[src/rtl/trojan_scan_scheduler.sv]
// Time-shares one pipelined benchmark subcircuit between NREQ test requesters.
// A round-robin arbiter picks a requester. Its vector is held on dut_in for DEPTH
// cycles so the response crosses every flop stage. The 1-bit response is then
// compared with the requester's golden bit. Mismatches feed a saturating counter.
//
// Handshake: each req bit is a level that the requester holds until it sees its
// one-cycle gnt pulse. The vector and golden bit are sampled on the same edge
// that raises gnt. A req still high after its gnt counts as a new request and
// waits for its next round-robin turn. done is a one-cycle strobe, and
// done_id/mismatch are meaningful only while done is high.
module trojan_scan_scheduler #(
  parameter int NREQ  = 4,
  parameter int VEC_W = 4,
  parameter int DEPTH = 4,
  parameter int CNT_W = 8
) (
  input  logic                     I1470_clk,
  input  logic                     I1477_rst,
  input  logic [NREQ-1:0]          req,
  input  logic [NREQ*VEC_W-1:0]    req_vec,
  input  logic [NREQ-1:0]          req_golden,
  input  logic                     clr_cnt,
  output logic [NREQ-1:0]          gnt,
  output logic [VEC_W-1:0]         dut_in,
  output logic                     dut_en,
  input  logic                     dut_out,
  output logic                     done,
  output logic [$clog2(NREQ)-1:0]  done_id,
  output logic                     mismatch,
  output logic [CNT_W-1:0]         err_cnt,
  output logic                     busy,
  output logic [1:0]               state_dbg
);

  localparam int IDW = $clog2(NREQ);
  localparam int CW  = (DEPTH > 1) ? $clog2(DEPTH) : 1;
  localparam logic [CNT_W-1:0] CNT_MAX = {CNT_W{1'b1}};

  typedef enum logic [1:0] {
    S_IDLE    = 2'd0,
    S_DRIVE   = 2'd1,
    S_CAPTURE = 2'd2,
    S_REPORT  = 2'd3
  } state_t;

  state_t             state_q, state_d;
  logic [IDW-1:0]     ptr_q, ptr_d;
  logic [CW-1:0]      cnt_q, cnt_d;
  logic               gold_q, gold_d;
  logic [IDW-1:0]     id_q, id_d;
  logic [NREQ-1:0]    gnt_q, gnt_d;
  logic [VEC_W-1:0]   dut_in_q, dut_in_d;
  logic               dut_en_q, dut_en_d;
  logic               done_q, done_d;
  logic [IDW-1:0]     done_id_q, done_id_d;
  logic               mismatch_q, mismatch_d;
  logic [CNT_W-1:0]   err_q, err_d;
  logic               busy_q, busy_d;

  // Arbiter signals
  logic               arb_found;
  logic [IDW-1:0]     arb_win;
  logic [IDW-1:0]     arb_idx;
  logic [VEC_W-1:0]   vec_arr [NREQ];

  // Unpack the flat vector bus into one entry per requester
  for (genvar g = 0; g < NREQ; g++) begin : g_unpack
    assign vec_arr[g] = req_vec[g*VEC_W +: VEC_W];
  end

  // Round-robin search: start at ptr, wrap modulo NREQ, first set req wins
  always_comb begin
    arb_found = 1'b0;
    arb_win   = '0;
    arb_idx   = '0;
    for (int k = 0; k < NREQ; k++) begin
      arb_idx = IDW'((int'(ptr_q) + k) % NREQ);
      if (!arb_found && req[arb_idx]) begin
        arb_found = 1'b1;
        arb_win   = arb_idx;
      end
    end
  end

  // Next-state and registered-output logic of the test sequencer
  always_comb begin
    state_d    = state_q;
    ptr_d      = ptr_q;
    cnt_d      = cnt_q;
    gold_d     = gold_q;
    id_d       = id_q;
    gnt_d      = '0;
    dut_in_d   = dut_in_q;
    dut_en_d   = dut_en_q;
    done_d     = 1'b0;
    done_id_d  = done_id_q;
    mismatch_d = mismatch_q;
    unique case (state_q)
      S_IDLE: begin
        dut_in_d = '0;
        dut_en_d = 1'b0;
        if (arb_found) begin
          state_d          = S_DRIVE;
          gnt_d[arb_win]   = 1'b1;
          gold_d           = req_golden[arb_win];
          id_d             = arb_win;
          cnt_d            = CW'(DEPTH - 1);
          dut_in_d         = vec_arr[arb_win];
          dut_en_d         = 1'b1;
          ptr_d            = (arb_win == IDW'(NREQ - 1)) ? '0 : arb_win + 1'b1;
        end
      end
      S_DRIVE: begin
        // Down-counter holds the vector for exactly DEPTH cycles
        if (cnt_q == '0) begin
          state_d  = S_CAPTURE;
          dut_en_d = 1'b0;
          dut_in_d = '0;
        end else begin
          cnt_d = cnt_q - 1'b1;
        end
      end
      S_CAPTURE: begin
        state_d    = S_REPORT;
        done_d     = 1'b1;
        done_id_d  = id_q;
        mismatch_d = dut_out ^ gold_q;
      end
      S_REPORT: begin
        state_d = S_IDLE;
      end
      default: begin
        state_d = S_IDLE;
      end
    endcase
    busy_d = (state_d != S_IDLE);
  end

  // Saturating mismatch counter; a clear wins over a coincident increment
  always_comb begin
    err_d = err_q;
    if (state_q == S_REPORT && mismatch_q && err_q != CNT_MAX) begin
      err_d = err_q + 1'b1;
    end
    if (clr_cnt) begin
      err_d = '0;
    end
  end

  // State and output registers; reset aborts any test in flight silently
  always_ff @(posedge I1470_clk or posedge I1477_rst) begin
    if (I1477_rst) begin
      state_q    <= S_IDLE;
      ptr_q      <= '0;
      cnt_q      <= '0;
      gold_q     <= 1'b0;
      id_q       <= '0;
      gnt_q      <= '0;
      dut_in_q   <= '0;
      dut_en_q   <= 1'b0;
      done_q     <= 1'b0;
      done_id_q  <= '0;
      mismatch_q <= 1'b0;
      err_q      <= '0;
      busy_q     <= 1'b0;
    end else begin
      state_q    <= state_d;
      ptr_q      <= ptr_d;
      cnt_q      <= cnt_d;
      gold_q     <= gold_d;
      id_q       <= id_d;
      gnt_q      <= gnt_d;
      dut_in_q   <= dut_in_d;
      dut_en_q   <= dut_en_d;
      done_q     <= done_d;
      done_id_q  <= done_id_d;
      mismatch_q <= mismatch_d;
      err_q      <= err_d;
      busy_q     <= busy_d;
    end
  end

  assign gnt       = gnt_q;
  assign dut_in    = dut_in_q;
  assign dut_en    = dut_en_q;
  assign done      = done_q;
  assign done_id   = done_id_q;
  assign mismatch  = mismatch_q;
  assign err_cnt   = err_q;
  assign busy      = busy_q;
  assign state_dbg = state_q;

endmodule

[config.mk]
export PLATFORM = sky130hd
export DESIGN_NAME = trojan_scan_scheduler
export DESIGN_NICKNAME = d
export VERILOG_FILES = /design/src/rtl/trojan_scan_scheduler.sv
export SDC_FILE = /design/constraint.sdc
export NUM_CORES = 1
export LEC_CHECK = 0
export ABC_AREA = 1
export CORE_ASPECT_RATIO = 0.7
export CORE_MARGIN = 2
export CORE_UTILIZATION = 30
export DETAILED_ROUTE_END_ITERATION = 8
export HOLD_SLACK_MARGIN = 0.02
export PLACE_DENSITY = 0.62
export SETUP_SLACK_MARGIN = 0.3
export SYNTH_ARGS = -nofsm -noshare
export SYNTH_HDL_FRONTEND = slang
export SYNTH_SLANG_ARGS = --single-unit
[constraint.sdc]
create_clock -name I1470_clk -period 3.6 [get_ports I1470_clk]
set_input_delay 0.72 -clock I1470_clk [delete_from_list [all_inputs] [get_ports I1470_clk]]
set_output_delay 0.72 -clock I1470_clk [all_outputs]
set_load 0.02 [all_outputs]
==> flow_summary.toml, run 1 <==
[status]
result_of_the_run = "finished, final reports clean"

[clocking]
ctsLongestPathBuffers = 2
cts-resized-gates = 0
post_cts_hold_buffers = 0
clock_insertion_delay_worst_skew_ns = 0.28
clkTransAtPathRegs_ns = 0.07
clock_tree.root_cell = "sky130_fd_sc_hd__clkbuf_8"
tritoncts = "done"
clkSinkCount = 31
post_cts.repair.setup_buffers = 0
numCtsBuffers = 5
cts_h_tree_lvls = 2

[power_and_ir_drop]
power.leakage_nw = 1.25
max-vdd-ir-drop_v = 0.000305
power.density_cell_area_nw_per_um2 = 890

[logic_synthesis]
synth_fp_nets = 275
synth_cell_type_count = 27
postSynthCellCount = 241
ys.warnings.count = 0
yosysTopAreaCell = "sky130_fd_sc_hd__dfrtp_1"
synth_top_area_share_pct = 42.6
ys_seq_elements = 31
ys_seq_area_share_pct = 42.6
synthesis.area_sq_um = 1820
synth_area_per_cell_sq_um = 7.56
synthTopCellsByArea = "sky130_fd_sc_hd__dfrtp_1 (43%), sky130_fd_sc_hd__nand2_1 (14%), sky130_fd_sc_hd__inv_1 (7.2%)"

[timing]
fmax_ghz = 0.408
relSlewSlack_pct = 58.3
timing.final.crit_share_pct = 68.1
grt_setup_unrepaired = "false"
setup_viol_count_final = 0
final.setup_skew_ns = 0.00628
timing.final.crit_period_ns = 2.45
actual_transition_at_the_worst_max_transition_pin_ns = 0.625
fin_worst_hold_slack_ns = 0.489
timing.final.hold_violations = 0
final_max_slew_viol_count = 0
fin_setup_tns_ns = 0

[routing]
drc = 0
drt-total-wl_mm = 4.40
detail_route.iter0.violations = 107
detail_route.wl_per_cell_um = 11.8
routed_antenna_nets = 0
avgViaCountPerCell = 4.56
firstDrtPassIters = 4
via_count = 1706

[layout]
design.final.nets = 332
most_used_cells_in_the_layout_excluding_fill_and_tap_cells = "sky130_fd_sc_hd__nand2_1 (70), sky130_fd_sc_hd__clkdlybuf4s50_1 (51), sky130_fd_sc_hd__inv_1 (35)"
finish.cell_count_without_fillers = 374
fillCellCount = 568
post_route_cells_drive_above_1_share_pct = 9.03
mostFrequentLayoutCell = "sky130_fd_sc_hd__nand2_1"
antenna-diode-count = 0
layout.core_utilization_pct = 43.7
flow.area_growth_from_synthesis_pct = 38.7

[global_routing]
groute.usage.overall_pct = 13.7
grt_pass1_vias = 1634
grt_overflow = 0
gr-max-usage-layer = "met1"
grtUsageMet1_pct = 20.0
grt_antenna_before_repair = 0
grt_pass1_wl_mm = 7.58
global_route.usage.met3_pct = 3.33
maximum_number_of_pins_on_one_net_before_global_route_repair = 17
grt.met2_usage_pct = 19.5

[place]
detailedPlacementHpwl_mm = 3.44
gp_congestion = 0.856
dpl.cell_count = 366
numPortBuffers = 51

[floorplan]
fp-row-count = 23
die_h_um = 69.2
core_region_area_sq_um = 5780
io-pin-count = 52
dieArea_sq_um = 6730
initial_utilization_pct = 31.5
die_x_um = 97.2

[worst_hold_path]
min-delay-path-class = "flip-flop to flip-flop"

[setup_path]
worst_ep_arrival_ns = 2.62
endpoint_kind = "flip-flop"
worstSetupStartpointType = "primary input"
worstPathRequired_ns = 3.76
critical_path_peak_fanout = 15
crit_type = "primary input to flip-flop"

[job]
reported_max_cap_violation_count = 0
[worst max-delay path: stages]
cell and delay, ns:
sky130_fd_sc_hd__clkdlybuf4s50_1 0.42, sky130_fd_sc_hd__inv_1 0.07, sky130_fd_sc_hd__nand2_1 0.06, sky130_fd_sc_hd__nand3_1 0.15, sky130_fd_sc_hd__nand2_2 0.09, sky130_fd_sc_hd__nor2_4 0.16
sky130_fd_sc_hd__nand3_4 0.17, sky130_fd_sc_hd__nand3_4 0.23, sky130_fd_sc_hd__inv_1 0.11, sky130_fd_sc_hd__ha_1 0.29, sky130_fd_sc_hd__nand2_1 0.06, sky130_fd_sc_hd__o21ai_0 0.07
[worst paths after layout]
kind                                             from  cells after the start                     to  slack [ns]
worst max-delay path                           req[3]                     12   ptr_q[1]$_DFFE_PP0P_        1.15
worst min-delay path            dut_in[2]$_DFFE_PP0P_                      2  dut_in[2]$_DFFE_PP0P_        0.49
worst max register to register   ptr_q[0]$_DFFE_PP0P_                     12   ptr_q[1]$_DFFE_PP0P_        1.35
worst min register to register  dut_in[2]$_DFFE_PP0P_                      2  dut_in[2]$_DFFE_PP0P_        0.49
max in group asynchronous                   I1477_rst                      3     dut_en$_DFFE_PP0P_        2.20
min in group asynchronous                   I1477_rst                      2    id_q[1]$_DFFE_PP0P_        0.82
[synthesized netlist by cell type (all sizes together)]
cell	instances
o21a	1
nor2	16
buf	3
inv	37
a31oi	1
a21oi	11
ha	6
nand2	80
o21ai	11
dfrtp	31
nand3	25
nand4	11
or2	1
xnor2	1
nor3	5
o21bai	1
[state kept, by name, indices dropped and copies added, names as in the netlist]
signal and count:
id_q 2, dut_en 1, gnt 4, state_dbg 2, err_cnt 8, busy 1, cnt_q 2, dut_in 4
ptr_q 2, mismatch 1, done_id 2, done 1, gold_q 1
[routing by layer]
metal	vias to the layer above	wire length, um
met5	-	0
met4	0	54
met3	6	304
met2	62	1810
met1	751	2240
li1	887	-
[metrics by stage]
step / instance area [sq um] / setup slack, ns / total power, mW
after global placement: 2410 / 0.894 / 1.90
final: 2530 / 1.15 / 2.25
after CTS: 2530 / 1.16 / 2.26
after detailed placement: 2410 / 0.861 / 1.89
after global routing: 2530 / 0.968 / 2.46
after floorplan: 1820 / 1.55 / 1.57
[cell families (layout without fill, tap and decap cells)]
kind of cell / after synthesis / count (layout) / synth area share [%]
AND/OR/NAND/NOR: 138 / 138 / 35.8
buffers and inverters: 40 / 98 / 9.61
flip-flops: 31 / 31 / 42.6
AO/OA/AOI/OAI: 25 / 25 / 7.41
adder cells (fa/ha/maj): 6 / 6 / 4.12
XOR/XNOR: 1 / 1 / 0.481
[report_power, final]
part / switching (mW) / total (mW) / internal, mW / leakage [nW]
Sequential: 0.0907 / 0.560 / 0.469 / 0.394
Clock: 0.135 / 0.359 / 0.224 / 0.0612
Combinational: 0.837 / 1.33 / 0.493 / 0.791
[cell type report]
| type | count | area [sq um] | share of cell area (%) |
|---|---|---|---|
| Inverter | 37 | 144 | 5.69 |
| Clock inverter | 2 | 35.0 | 1.39 |
| Multi-Input combinational cell | 170 | 872 | 34.5 |
| Timing Repair Buffer | 53 | 526 | 20.8 |
| Tap cell | 75 | 93.8 | 3.71 |
| Clock buffer | 6 | 82.6 | 3.27 |
| Sequential cell | 31 | 776 | 30.7 |
Power figures use the tool's default switching activity.
==> run 2, diff against run 1 <==
PLACE_DENSITY = 0.64   (was 0.62)
clock period = 2.13 ns   (was 3.6 ns; I/O delays follow)
==> flow_summary.toml, run 2 (synthesized netlist as in run 1, its figures left out) <==
[clocking]
clock_tree.root_cell = "sky130_fd_sc_hd__clkbuf_8"
ctsLongestPathBuffers = 2
clock_insertion_delay_worst_skew_ns = 0.28
tritoncts = "done"
clkTransAtPathRegs_ns = 0.06
numCtsBuffers = 5
cts_h_tree_lvls = 2
clkSinkCount = 31

[floorplan]
die_h_um = 69.2
fp-row-count = 23
dieArea_sq_um = 6730
io-pin-count = 52
die_x_um = 97.2
initial_utilization_pct = 31.5
core_region_area_sq_um = 5780

[setup_path]
crit_chain = "buf_12 -> clkinv_8 -> nand2_4 -> nand2_4 -> nand2_4 -> nand2_4 -> nor2_4 -> nand4_1 -> nand2_4 -> inv_4 -> buf_6 -> ha_4 -> inv_2 -> nor2_2"
worstPathRequired_ns = 2.30
worstSetupStartpointType = "flip-flop"
crit_type = "flip-flop to flip-flop"
worst_r2r_setup_slack_ns = 0.26
worst_ep_arrival_ns = 2.04
critical_path_peak_fanout = 5
cp_common_cell = "sky130_fd_sc_hd__nand2_4"
critical_path.max_stage_delay_ns = 0.43
endpoint_kind = "flip-flop"
cp_slowest_cell = "sky130_fd_sc_hd__dfrtp_2"

[routing]
detail_route.iter0.violations = 80
drt-total-wl_mm = 4.91
drc = 0
detail_route.wl_per_cell_um = 12.4
routed_antenna_nets = 0
firstDrtPassIters = 4
via_count = 1787
avgViaCountPerCell = 4.52

[layout]
most_used_cells_in_the_layout_excluding_fill_and_tap_cells = "sky130_fd_sc_hd__nand2_1 (51), sky130_fd_sc_hd__clkdlybuf4s50_1 (47), sky130_fd_sc_hd__dfrtp_1 (29)"
largest_register_ffs = 8
fillCellCount = 532
post_route_cells_drive_above_1_share_pct = 32.8
design.final.nets = 354
antenna-diode-count = 0
flow.area_growth_from_synthesis_pct = 62.8
finish.cell_count_without_fillers = 395
mostFrequentLayoutCell = "sky130_fd_sc_hd__nand2_1"

[timing]
fmax_ghz = 0.534
postLayoutSetupSlackWorst_ns = 0.258
relSlewSlack_pct = 73.7
fin_worst_hold_slack_ns = 0.476
timing.final.hold_violations = 0
timing.final.crit_share_pct = 87.9
grt_setup_unrepaired = "true"
actual_transition_at_the_worst_max_transition_pin_ns = 0.394
final_max_slew_viol_count = 0
setup_viol_count_final = 0
timing.final.crit_period_ns = 1.87
final.setup_skew_ns = 0.00223

[place]
detailedPlacementHpwl_mm = 3.43
pre_cts_slack_ns = -0.0885
numPortBuffers = 51
dpl.cell_count = 377
gp_congestion = 0.886

[power_and_ir_drop]
power.leakage_nw = 1.44
power.density_cell_area_nw_per_um2 = 1670
total_power_mw = 4.94
max-vdd-ir-drop_v = 0.000606

[status]
result_of_the_run = "finished, final reports clean"

[global_routing]
grt_pass1_vias = 1614
grt_pass1_wl_mm = 7.56
grt_overflow = 0
groute.usage.overall_pct = 13.7
maximum_number_of_pins_on_one_net_before_global_route_repair = 32
grt_antenna_before_repair = 0

[worst_hold_path]
min-delay-path-class = "flip-flop to flip-flop"

[job]
reported_max_cap_violation_count = 0
run 2: cell types whose count changed in the layout (fill, tap and decap cells not counted), sizes merged:
cell / delta
bufinv: -1
clkinv: +1
dlymetal6s2s: +4
buf: +21
clkdlybuf4s50: -4
run 2: final cells by class:
class                   instances  area (sq um)  area share (%)
clock buffers                   6          82.6            2.78
repair buffers                 74           743            25.0
well taps                      75          93.8            3.16
clock inverters                 1          5.00           0.169
multi-input cells             170          1100            37.1
flip-flops and latches         31           778            26.2
repair inverters                1          8.76           0.295
inverters                      37           156            5.27
run 2: per-layer routing:
layer  wire length [um]  track usage (%)  up-vias
met5                  0                0        -
met4                 86             4.69        0
met3                232             3.02        8
met2               2210             20.9       46
met1               2380             19.3      806
li1                   -                -      927
run 2: where the power goes:
part	total, mW	switching [mW]	internal (mW)
sequential	0.943	0.145	0.798
combinational	3.53	1.96	1.57
clock	0.468	0.214	0.253
total	4.94	2.32	2.63
run 2: worst max-delay path, delay by kind of cell, from the launching register on:
| kind | cells | cell delay, ns |
|---|---|---|
| flip-flops | 1 | 0.43 |
| AND/OR/NAND/NOR | 8 | 0.76 |
| buffers and inverters | 5 | 0.42 |
| adder cells (fa/ha/maj) | 1 | 0.14 |
run 2: worst paths after layout:
| path | depth (start not counted) | endpoint | start |
|---|---|---|---|
| setup / recovery | 14 | gnt[2]$_DFF_PP0_ | ptr_q[0]$_DFFE_PP0P_ |
| hold / removal | 2 | dut_in[1]$_DFFE_PP0P_ | dut_in[1]$_DFFE_PP0P_ |
| setup reg to reg | 14 | gnt[2]$_DFF_PP0_ | ptr_q[0]$_DFFE_PP0P_ |
| hold reg to reg | 2 | dut_in[1]$_DFFE_PP0P_ | dut_in[1]$_DFFE_PP0P_ |
| max in group asynchronous | 3 | ptr_q[0]$_DFFE_PP0P_ | I1477_rst |
| min in group asynchronous | 3 | gnt[3]$_DFF_PP0_ | I1477_rst |
run 2: repair_timing:
item                                    in CTS  in global routing
setup buffers                                4                  6
gates cloned                                 0                  1
resized for setup                           12                 79
hold buffers                                 0                  0
pin swaps                                    3                 31
endpoints found under the setup margin      16                 17
run 2: metrics by stage:
step	area [sq um]	util (%)	setup TNS, ns
after CTS	2660	45.9	0
after detailed placement	2490	43.1	-0.368
final	2970	51.3	0
after global placement	2490	43.1	-0.0166
after floorplan	1820	-	0
after global routing	2970	51.3	0
==> run 3, diff against run 2 <==
CAP_MARGIN = 40   (was unset)
==> results of run 3 <==
No change in the layout: final DEF, timing and power equal those of run 2.
